**config.mk**
```make
export PLATFORM = sky130hd
export DESIGN_NAME = axi_addr_xbar_1ton
export DESIGN_NICKNAME = d
export VERILOG_FILES = /design/src/rtl/axi_addr_xbar_1ton.sv
export SDC_FILE = /design/constraint.sdc
export NUM_CORES = 1
export LEC_CHECK = 0
export ABC_AREA = 1
export CORE_AREA = 4 4 280 282
export CTS_CLUSTER_SIZE = 14
export DETAILED_ROUTE_END_ITERATION = 16
export DIE_AREA = 0 0 284 286
export GPL_TIMING_DRIVEN = 0
export MAX_ROUTING_LAYER = met4
export PLACE_DENSITY_LB_ADDON = 0.25
export SLEW_MARGIN = 30
export SYNTH_ARGS = -nofsm -noshare
export SYNTH_HDL_FRONTEND = slang
export SYNTH_SLANG_ARGS = --single-unit
export TNS_END_PERCENT = 50
```
**constraint.sdc**
```tcl
create_clock -name clk -period 2.05 [get_ports clk]
set_input_delay 0.41 -clock clk [delete_from_list [all_inputs] [get_ports clk]]
set_output_delay 0.41 -clock clk [all_outputs]
set_load 0.1 [all_outputs]
```
**src/rtl/axi_addr_xbar_1ton.sv**
```systemverilog
// One AXI4 master fanned out to NSLV slaves by a fixed BASE/MASK address map.
// Reads and writes run in independent FSMs, and unmapped accesses are answered locally with DECERR.
//
// state  | meaning
// R_IDLE | waiting for AR; arready follows the decoded target
// R_DATA | R channel muxed from the latched slave until rlast
// R_ERR  | local DECERR burst of arlen+1 beats
// W_IDLE | waiting for AW; wready held low
// W_DATA | W channel routed to the latched slave (or sunk) until wlast
// W_RESP | B channel from the latched slave, or a local DECERR
module axi_addr_xbar_1ton #(
  parameter int NSLV = 3,
  parameter int AW = 32,
  parameter int DW = 32,
  parameter int IDW = 4,
  parameter logic [NSLV*AW-1:0] SLV_BASE = {32'h10010000, 32'h10000000, 32'h80000000},
  parameter logic [NSLV*AW-1:0] SLV_MASK = {32'hFFFFFFF8, 32'hFFFFFFF0, 32'hF8000000}
) (
  input  logic                  clk,
  input  logic                  rst,
  input  logic                  s_arvalid,
  output logic                  s_arready,
  input  logic [AW-1:0]         s_araddr,
  input  logic [IDW-1:0]        s_arid,
  input  logic [7:0]            s_arlen,
  output logic                  s_rvalid,
  input  logic                  s_rready,
  output logic [DW-1:0]         s_rdata,
  output logic [1:0]            s_rresp,
  output logic [IDW-1:0]        s_rid,
  output logic                  s_rlast,
  input  logic                  s_awvalid,
  output logic                  s_awready,
  input  logic [AW-1:0]         s_awaddr,
  input  logic [IDW-1:0]        s_awid,
  input  logic [7:0]            s_awlen,
  input  logic                  s_wvalid,
  output logic                  s_wready,
  input  logic [DW-1:0]         s_wdata,
  input  logic [DW/8-1:0]       s_wstrb,
  input  logic                  s_wlast,
  output logic                  s_bvalid,
  input  logic                  s_bready,
  output logic [1:0]            s_bresp,
  output logic [IDW-1:0]        s_bid,
  output logic [NSLV-1:0]       m_arvalid,
  input  logic [NSLV-1:0]       m_arready,
  output logic [NSLV*AW-1:0]    m_araddr,
  output logic [NSLV*IDW-1:0]   m_arid,
  output logic [NSLV*8-1:0]     m_arlen,
  input  logic [NSLV-1:0]       m_rvalid,
  output logic [NSLV-1:0]       m_rready,
  input  logic [NSLV*DW-1:0]    m_rdata,
  input  logic [NSLV*2-1:0]     m_rresp,
  input  logic [NSLV*IDW-1:0]   m_rid,
  input  logic [NSLV-1:0]       m_rlast,
  output logic [NSLV-1:0]       m_awvalid,
  input  logic [NSLV-1:0]       m_awready,
  output logic [NSLV*AW-1:0]    m_awaddr,
  output logic [NSLV*IDW-1:0]   m_awid,
  output logic [NSLV*8-1:0]     m_awlen,
  output logic [NSLV-1:0]       m_wvalid,
  input  logic [NSLV-1:0]       m_wready,
  output logic [NSLV*DW-1:0]    m_wdata,
  output logic [NSLV*DW/8-1:0]  m_wstrb,
  output logic [NSLV-1:0]       m_wlast,
  input  logic [NSLV-1:0]       m_bvalid,
  output logic [NSLV-1:0]       m_bready,
  input  logic [NSLV*2-1:0]     m_bresp,
  input  logic [NSLV*IDW-1:0]   m_bid
);

  localparam int SW = (NSLV > 1) ? $clog2(NSLV) : 1;

  localparam logic [1:0] R_IDLE = 2'd0;
  localparam logic [1:0] R_DATA = 2'd1;
  localparam logic [1:0] R_ERR  = 2'd2;
  localparam logic [1:0] W_IDLE = 2'd0;
  localparam logic [1:0] W_DATA = 2'd1;
  localparam logic [1:0] W_RESP = 2'd2;

  logic [1:0]     rd_state_q, rd_state_d;
  logic [SW-1:0]  rd_tgt_q, rd_tgt_d;
  logic [IDW-1:0] rd_id_q, rd_id_d;
  logic [7:0]     rd_cnt_q, rd_cnt_d;
  logic [1:0]     wr_state_q, wr_state_d;
  logic [SW-1:0]  wr_tgt_q, wr_tgt_d;
  logic [IDW-1:0] wr_id_q, wr_id_d;
  logic           wr_err_q, wr_err_d;

  logic           ar_hit, aw_hit;
  logic [SW-1:0]  ar_idx, aw_idx;

  assign m_araddr = {NSLV{s_araddr}};
  assign m_arid   = {NSLV{s_arid}};
  assign m_arlen  = {NSLV{s_arlen}};
  assign m_awaddr = {NSLV{s_awaddr}};
  assign m_awid   = {NSLV{s_awid}};
  assign m_awlen  = {NSLV{s_awlen}};
  assign m_wdata  = {NSLV{s_wdata}};
  assign m_wstrb  = {NSLV{s_wstrb}};
  assign m_wlast  = {NSLV{s_wlast}};

  // Scanning from the top down lets the lowest-index hit overwrite the others.
  always_comb begin
    ar_hit = 1'b0;
    ar_idx = '0;
    aw_hit = 1'b0;
    aw_idx = '0;
    for (int i = NSLV - 1; i >= 0; i--) begin
      if ((s_araddr & SLV_MASK[i*AW +: AW]) == SLV_BASE[i*AW +: AW]) begin
        ar_hit = 1'b1;
        ar_idx = SW'(i);
      end
      if ((s_awaddr & SLV_MASK[i*AW +: AW]) == SLV_BASE[i*AW +: AW]) begin
        aw_hit = 1'b1;
        aw_idx = SW'(i);
      end
    end
  end

  always_comb begin
    rd_state_d = rd_state_q;
    rd_tgt_d   = rd_tgt_q;
    rd_id_d    = rd_id_q;
    rd_cnt_d   = rd_cnt_q;
    s_arready  = 1'b0;
    m_arvalid  = '0;
    m_rready   = '0;
    s_rvalid   = 1'b0;
    s_rdata    = '0;
    s_rresp    = 2'b00;
    s_rid      = '0;
    s_rlast    = 1'b0;
    case (rd_state_q)
      R_IDLE: begin
        s_arready = 1'b1;
        for (int i = 0; i < NSLV; i++) begin
          if (ar_hit && ar_idx == SW'(i)) begin
            s_arready    = m_arready[i];
            m_arvalid[i] = s_arvalid;
          end
        end
        if (s_arvalid && s_arready) begin
          rd_tgt_d   = ar_idx;
          rd_id_d    = s_arid;
          rd_cnt_d   = s_arlen;
          rd_state_d = ar_hit ? R_DATA : R_ERR;
        end
      end
      R_DATA: begin
        for (int i = 0; i < NSLV; i++) begin
          if (rd_tgt_q == SW'(i)) begin
            s_rvalid    = m_rvalid[i];
            s_rdata     = m_rdata[i*DW +: DW];
            s_rresp     = m_rresp[i*2 +: 2];
            s_rid       = m_rid[i*IDW +: IDW];
            s_rlast     = m_rlast[i];
            m_rready[i] = s_rready;
          end
        end
        if (s_rvalid && s_rready && s_rlast) rd_state_d = R_IDLE;
      end
      R_ERR: begin
        // Down-counter loaded with arlen; terminal count 0 marks the final beat.
        s_rvalid = 1'b1;
        s_rresp  = 2'b11;
        s_rid    = rd_id_q;
        s_rlast  = (rd_cnt_q == 8'd0);
        if (s_rready) begin
          if (rd_cnt_q == 8'd0) rd_state_d = R_IDLE;
          else                  rd_cnt_d   = rd_cnt_q - 8'd1;
        end
      end
      default: rd_state_d = R_IDLE;
    endcase
  end

  always_comb begin
    wr_state_d = wr_state_q;
    wr_tgt_d   = wr_tgt_q;
    wr_id_d    = wr_id_q;
    wr_err_d   = wr_err_q;
    s_awready  = 1'b0;
    m_awvalid  = '0;
    m_wvalid   = '0;
    m_bready   = '0;
    s_wready   = 1'b0;
    s_bvalid   = 1'b0;
    s_bresp    = 2'b00;
    s_bid      = '0;
    case (wr_state_q)
      W_IDLE: begin
        s_awready = 1'b1;
        for (int i = 0; i < NSLV; i++) begin
          if (aw_hit && aw_idx == SW'(i)) begin
            s_awready    = m_awready[i];
            m_awvalid[i] = s_awvalid;
          end
        end
        if (s_awvalid && s_awready) begin
          wr_tgt_d   = aw_idx;
          wr_id_d    = s_awid;
          wr_err_d   = ~aw_hit;
          wr_state_d = W_DATA;
        end
      end
      W_DATA: begin
        if (wr_err_q) begin
          s_wready = 1'b1;
        end else begin
          for (int i = 0; i < NSLV; i++) begin
            if (wr_tgt_q == SW'(i)) begin
              s_wready    = m_wready[i];
              m_wvalid[i] = s_wvalid;
            end
          end
        end
        if (s_wvalid && s_wready && s_wlast) wr_state_d = W_RESP;
      end
      W_RESP: begin
        if (wr_err_q) begin
          s_bvalid = 1'b1;
          s_bresp  = 2'b11;
          s_bid    = wr_id_q;
        end else begin
          for (int i = 0; i < NSLV; i++) begin
            if (wr_tgt_q == SW'(i)) begin
              s_bvalid    = m_bvalid[i];
              s_bresp     = m_bresp[i*2 +: 2];
              s_bid       = m_bid[i*IDW +: IDW];
              m_bready[i] = s_bready;
            end
          end
        end
        if (s_bvalid && s_bready) wr_state_d = W_IDLE;
      end
      default: wr_state_d = W_IDLE;
    endcase
  end

  always_ff @(posedge clk) begin
    if (rst) begin
      rd_state_q <= R_IDLE;
      rd_tgt_q   <= '0;
      rd_id_q    <= '0;
      rd_cnt_q   <= '0;
      wr_state_q <= W_IDLE;
      wr_tgt_q   <= '0;
      wr_id_q    <= '0;
      wr_err_q   <= 1'b0;
    end else begin
      rd_state_q <= rd_state_d;
      rd_tgt_q   <= rd_tgt_d;
      rd_id_q    <= rd_id_d;
      rd_cnt_q   <= rd_cnt_d;
      wr_state_q <= wr_state_d;
      wr_tgt_q   <= wr_tgt_d;
      wr_id_q    <= wr_id_d;
      wr_err_q   <= wr_err_d;
    end
  end

endmodule

```
**After elaboration in Yosys (flattened, before gate mapping)**

Index checks and enable logic that the tools add are counted.
W data, S select, Z words.

- Reduce and logical (&&, ||, !) cells: 26
- Shift-type cells: 0
- Add/sub/neg operators: 1
- Bitwise operators: 1
- Multiplexer cells: 102
- Div/mod/pow operators: 0
- Equal/unequal tests: 26
- Order comparisons: 0
- Multiply operators: 0

Operators with widths:

| kind | count |
|---|---|
| $mux W32 | 4 |
| $eq A29 B26 Y1 const B | 2 |
| $eq A28 B25 Y1 const B | 2 |
| $mux W1 | 51 |
| $mux W2 | 22 |
| $mux W4 | 8 |
| $mux W8 | 3 |
| $mux W3 | 7 |
| $ne A2 B2 Y1 const B | 8 |
| $pmux W8 S2 | 1 |
| $logic_and A1 B1 Y1 | 13 |
| $eq A2 B1 Y1 const B | 6 |
| $eq A2 B2 Y1 const B | 6 |
| $logic_not A2 Y1 | 6 |
| $pmux W2 S3 | 2 |
| $eq A5 B5 Y1 const B | 2 |
| $logic_not A8 Y1 | 1 |
| $pmux W4 S2 | 1 |
| $reduce_and A4 Y1 | 2 |
| $sub A8 B1 Y8 const B | 1 |
| $pmux W1 S2 | 2 |
| $pmux W2 S2 | 1 |
| $reduce_and A2 Y1 | 2 |
| $reduce_and A3 Y1 | 1 |
| 2 further kinds | 2 |

- Input port bits: 282
- Memories kept: 0
- RAM bits: 0
- Latch bits: 0
- Memory bits (read-only): 0
- Bits in registers: 25

**Depth between registers and ports, before layout**

- Depth after elaboration: 13
- Mapped depth: 12

**Worst setup path before layout**

Ideal clock, no wire load.

- Kind: reg-to-output
- Start point: reg wr_tgt_q[1]
- End point: out m_wvalid[2]
- Cell stages (with the launch flop): 6
- Setup slack: -1264 ps
- Arrival: 2904 ps
- Cells stage by stage: dfxtp_1 > inv_1 > buf_2 > nor2_1 > inv_1 > nor3_1

- Word-level cells in the longest chain between the ends: 4

Ends and longest elaborated chain:

| element | line | source |
|---|---|---|
| start, declared | 87 | `logic [SW-1:0] wr_tgt_q, wr_tgt_d;` |
| start signal, assigned | 258 | `wr_tgt_q <= wr_tgt_d;` |
| $eq A2 B2 Y1 | 213 | `if (wr_tgt_q == SW'(i)) begin` |
| $mux W1 | 213 |  |
| $mux W3 | 209 | `if (wr_err_q) begin` |
| $mux W3 | 192 | `case (wr_state_q)` |
| end, declared | 62 | `output logic [NSLV-1:0] m_wvalid,` |

Every way passes these cells.

**Worst setup path after layout**

- Start point: reg rd_tgt_q[0]
- End point: out s_rid[1]

- Word-level cells in the longest chain between the ends: 5

Ends and longest elaborated chain:

| element | line | source |
|---|---|---|
| start, declared | 83 | `logic [SW-1:0] rd_tgt_q, rd_tgt_d;` |
| start signal, assigned | 254 | `rd_tgt_q <= rd_tgt_d;` |
| $logic_not A2 Y1 | 153 | `if (rd_tgt_q == SW'(i)) begin` |
| $mux W4 (2 in series) | 153 |  |
| $mux W4 (*) | 153 |  |
| $pmux W4 S2 (*) | 135 | `case (rd_state_q)` |
| end, declared | 30 | `output logic [IDW-1:0] s_rid,` |

Mark *: on every way between the ends. The rest lies on a longest branch, timed or not.

==> flow_summary_export.csv <==
group,metric,value,unit
floorplanning,die_area,81200,um2
route,drtAntennaViolNets,0,
final_layout,seq_area,523,um2
power,switching_share,61.3,%
clock_network,cts-htree-levels,1,
worst_setup_path,worstSetupStartpointType,"flop",
final_layout,fillerInstances,8439,
clock_network,cts_sinks,25,
synth,synthFlopType,"dfxtp_1",
route,first_pass_iters,6,
worst_setup_path,cp.arrival,1800,ps
floorplanning,dieHeight,286,um
final_layout,syn_to_final_growth,172,%
synth,yosysMostFrequentCell,"buf_4",
timing,setup_violations,42,
hold_path,holdCritStartpoint,"wr_id_q[2]",
global_routing,grt_pass1_vias,9333,
route,drc,0,
floorplanning,fp.coreArea,75700,um2
timing,clock.fmax,453,MHz
global_routing,gr-total-overflow,0,
synth,ys_types,40,
final_layout,drive_gt1_share,57.7,%
synth,synthTopCellsByCount,"buf_4, nand2_1, nor2_1",
timing,fin_crit_sh,108,%
route,finalWirelength,41.7,mm
worst_setup_path,worstPathMaxFanout,6,
floorplanning,rows,101,
power,cellPowerDensity,740,nW/um2
final_layout,multi_input_area,3430,um2
synth,synth_area,6100,um2
worst_setup_path,critPathLaunch,"rd_tgt_q[0]",
timing,hold_viol,0,
synth,syn_nets,1302,
power,p_sw,7.52,mW
global_routing,grt_usage,9.72,%
synth,yosys_warnings,0,
final_layout,postLayoutCellArea,16600,um2
synth,synth_top_area_share,46.3,%
synth,synth_cells,1016,
synth,syn_avg_cell_area,6.00,um2
clock_network,cts_tree,"yes",
route,num_vias,8580,
run_status,outcome,"finished, violations left",
synth,seq_area_frac_synth,8.21,%
power,intPower,4.74,mW
placement,hpwl,35.4,mm
timing,setup_ws,-160,ps
clock_network,clockRootBuffer,"clkbuf_16",
timing,rsz0062_at_grt,"yes",
power,p_leak,7.76,nW
global_routing,grt_max_degree,16,
final_layout,fin_cells,2756,
placement,port_buffers,671,
worst_setup_path,critPathKind,"flop to output port",
final_layout,post-route-util,21.9,%
timing,worstMarginPinSlew,995,ps
clock_network,clock_path_buffers,2,
route,vias_per_cell,3.11,
global_routing,antenna_found_initial,1,
timing,skew,6.32,ps
timing,min_period,2210,ps
placement,gp_congestion,0.798,
floorplanning,initial_core_util,8.05,%
placement,place_inst,2665,
synth,synthArstFlopShare,0,%
floorplanning,pin_count,722,
power,pwr-share-seq,6.2,%
floorplanning,die_w,284,um
worst_setup_path,timing.rr.start,"rd_state_q[0]",
power,peakVddDrop,0.353,mV
synth,synth_area_leaders,"buf_4, nand2_1, dfxtp_1",
synth,ys_seq_elements,25,
clock_network,clk_pin_slew,80,ps
worst_setup_path,worstSetupEndpointType,"output port",
synth,synth_edf_count,0,
route,wire_per_inst,15.1,um
timing,slew_violations,0,
route,drt_iter0_drc,167,
clock_network,numCtsBuffers,3,
power,clkPwrFrac,4.0,%
placement,placed_cell_area,14300,um2
clock_network,clkLatencyLatePin,280,ps
hold_path,hold_class,"flop to flop",
flow_run,max_cap_viol_count,0,
worst_setup_path,critPathRequiredTime,1640,ps
global_routing,grt_pass1_wl,58.5,mm
power,power_frac_comb,89.8,%
synth,synth_largest_area_cell,"buf_4",
run_status,violations,"setup timing",
final_layout,nets,2064,
timing,max-slew-margin-rel,33.5,%
[final timing paths]
kind | end | slack [ps] | cells after the start
min reg2reg | wr_id_q[2] | 490 | 2
min | wr_id_q[2] | 490 | 2
max reg2reg | rd_cnt_q[7] | 70 | 11
max | s_rid[1] | -160 | 8
[sequential cells by signal, summed over array words and instances (netlist names)]
name	flops
rd_tgt_q	2
rd_state_q	2
rd_id_q	4
wr_id_q	4
wr_tgt_q	2
wr_err_q	1
rd_cnt_q	8
wr_state_q	2
[logic make-up after synthesis]
logic type	share of synthesized area [%]
compound gates	4.97
xor+xnor	0.431
fa+ha+maj	0.821
buf+inv	54.1
flops	8.21
mux	0.493
simple gates	31.0
[metal layers]
layer | global-route usage, % | routed length (um) | vias up
li1 | - | - | 4286
met1 | 11.3 | 17100 | 3922
met2 | 17.8 | 21900 | 342
met3 | 1.58 | 2000 | 30
met4 | 1.77 | 638 | 0
met5 | - | 0 | -
[per-stage QoR]
| step | setup TNS, ps | hold slack, ps | total power, mW | setup WS, ps |
|---|---|---|---|---|
| 4_1_cts | -7560 | 496 | 12.0 | -270 |
| 3_3_place_gp | -234270 | 467 | 9.70 | -1530 |
| 5_1_grt | -8450 | 520 | 12.9 | -250 |
| 2_1_floorplan | -4010 | 450 | 7.28 | -408 |
| 6_report | -4030 | 494 | 12.3 | -160 |
| 3_5_place_dp | -232160 | 474 | 9.71 | -1520 |
[critical path, cell delays in order (launching register included)]
cell and delay, ps:
dfxtp_4 380, buf_6 130, nor2_4 210, buf_12 180
nand2_1 90, nand3_4 110, nand2_4 60, a21oi_4 160
buf_12 190
[power groups by stage]
stage | clock, mW | combinational, mW | sequential [mW]
after floorplan | 0 | 6.58 | 0.699
after global placement | 0 | 8.97 | 0.733
after detailed placement | 0 | 8.97 | 0.736
after CTS | 0.537 | 10.7 | 0.754
after global routing | 0.549 | 11.6 | 0.778
final | 0.493 | 11.0 | 0.763
[cell type report]
type,instances,area share (%)
antenna,1,0.0151
inverter,98,2.48
multi-input combinational,495,20.7
clock buffer,3,0.453
sequential,25,3.16
timing repair buffer,760,46.9
tap,978,7.39
buffer,395,18.8
clock inverter,1,0.0453
[cells in the final DEF, fill, tap and decap left out, types with 4 or more instances in the layout]
| cell | count |
|---|---|
| dfxtp_2 | 6 |
| buf_12 | 65 |
| nand2_1 | 158 |
| clkbuf_2 | 18 |
| nand2_4 | 18 |
| clkdlybuf4s15_2 | 87 |
| clkdlybuf4s50_1 | 313 |
| buf_6 | 26 |
| clkbuf_8 | 5 |
| clkbuf_16 | 7 |
| buf_8 | 8 |
| nor3_4 | 7 |
| dfxtp_4 | 4 |
| clkinvlp_4 | 4 |
| nand3_1 | 22 |
| nor3_1 | 6 |
| dfxtp_1 | 15 |
| nand3_4 | 8 |
| o21ai_1 | 5 |
| o21ai_0 | 12 |
| buf_2 | 43 |
| inv_4 | 7 |
| a21oi_4 | 10 |
| nor2_4 | 30 |
| inv_1 | 47 |
| nor2_2 | 10 |
| nand2_2 | 60 |
| nand3_2 | 28 |
| buf_4 | 496 |
| nor2_1 | 59 |
| dlygate4sd2_1 | 54 |
| inv_2 | 38 |
| clkdlybuf4s15_1 | 32 |
| nand4_1 | 13 |
[repair_timing]
item / CTS / global route
resized for setup: 1561 / 198
endpoints found under the setup margin: 314 / 90
hold buffers: 0 / 0
setup buffers: 57 / 28
pin swaps: 64 / 64
gates cloned: 8 / 2
Power figures use the tool's default switching activity.
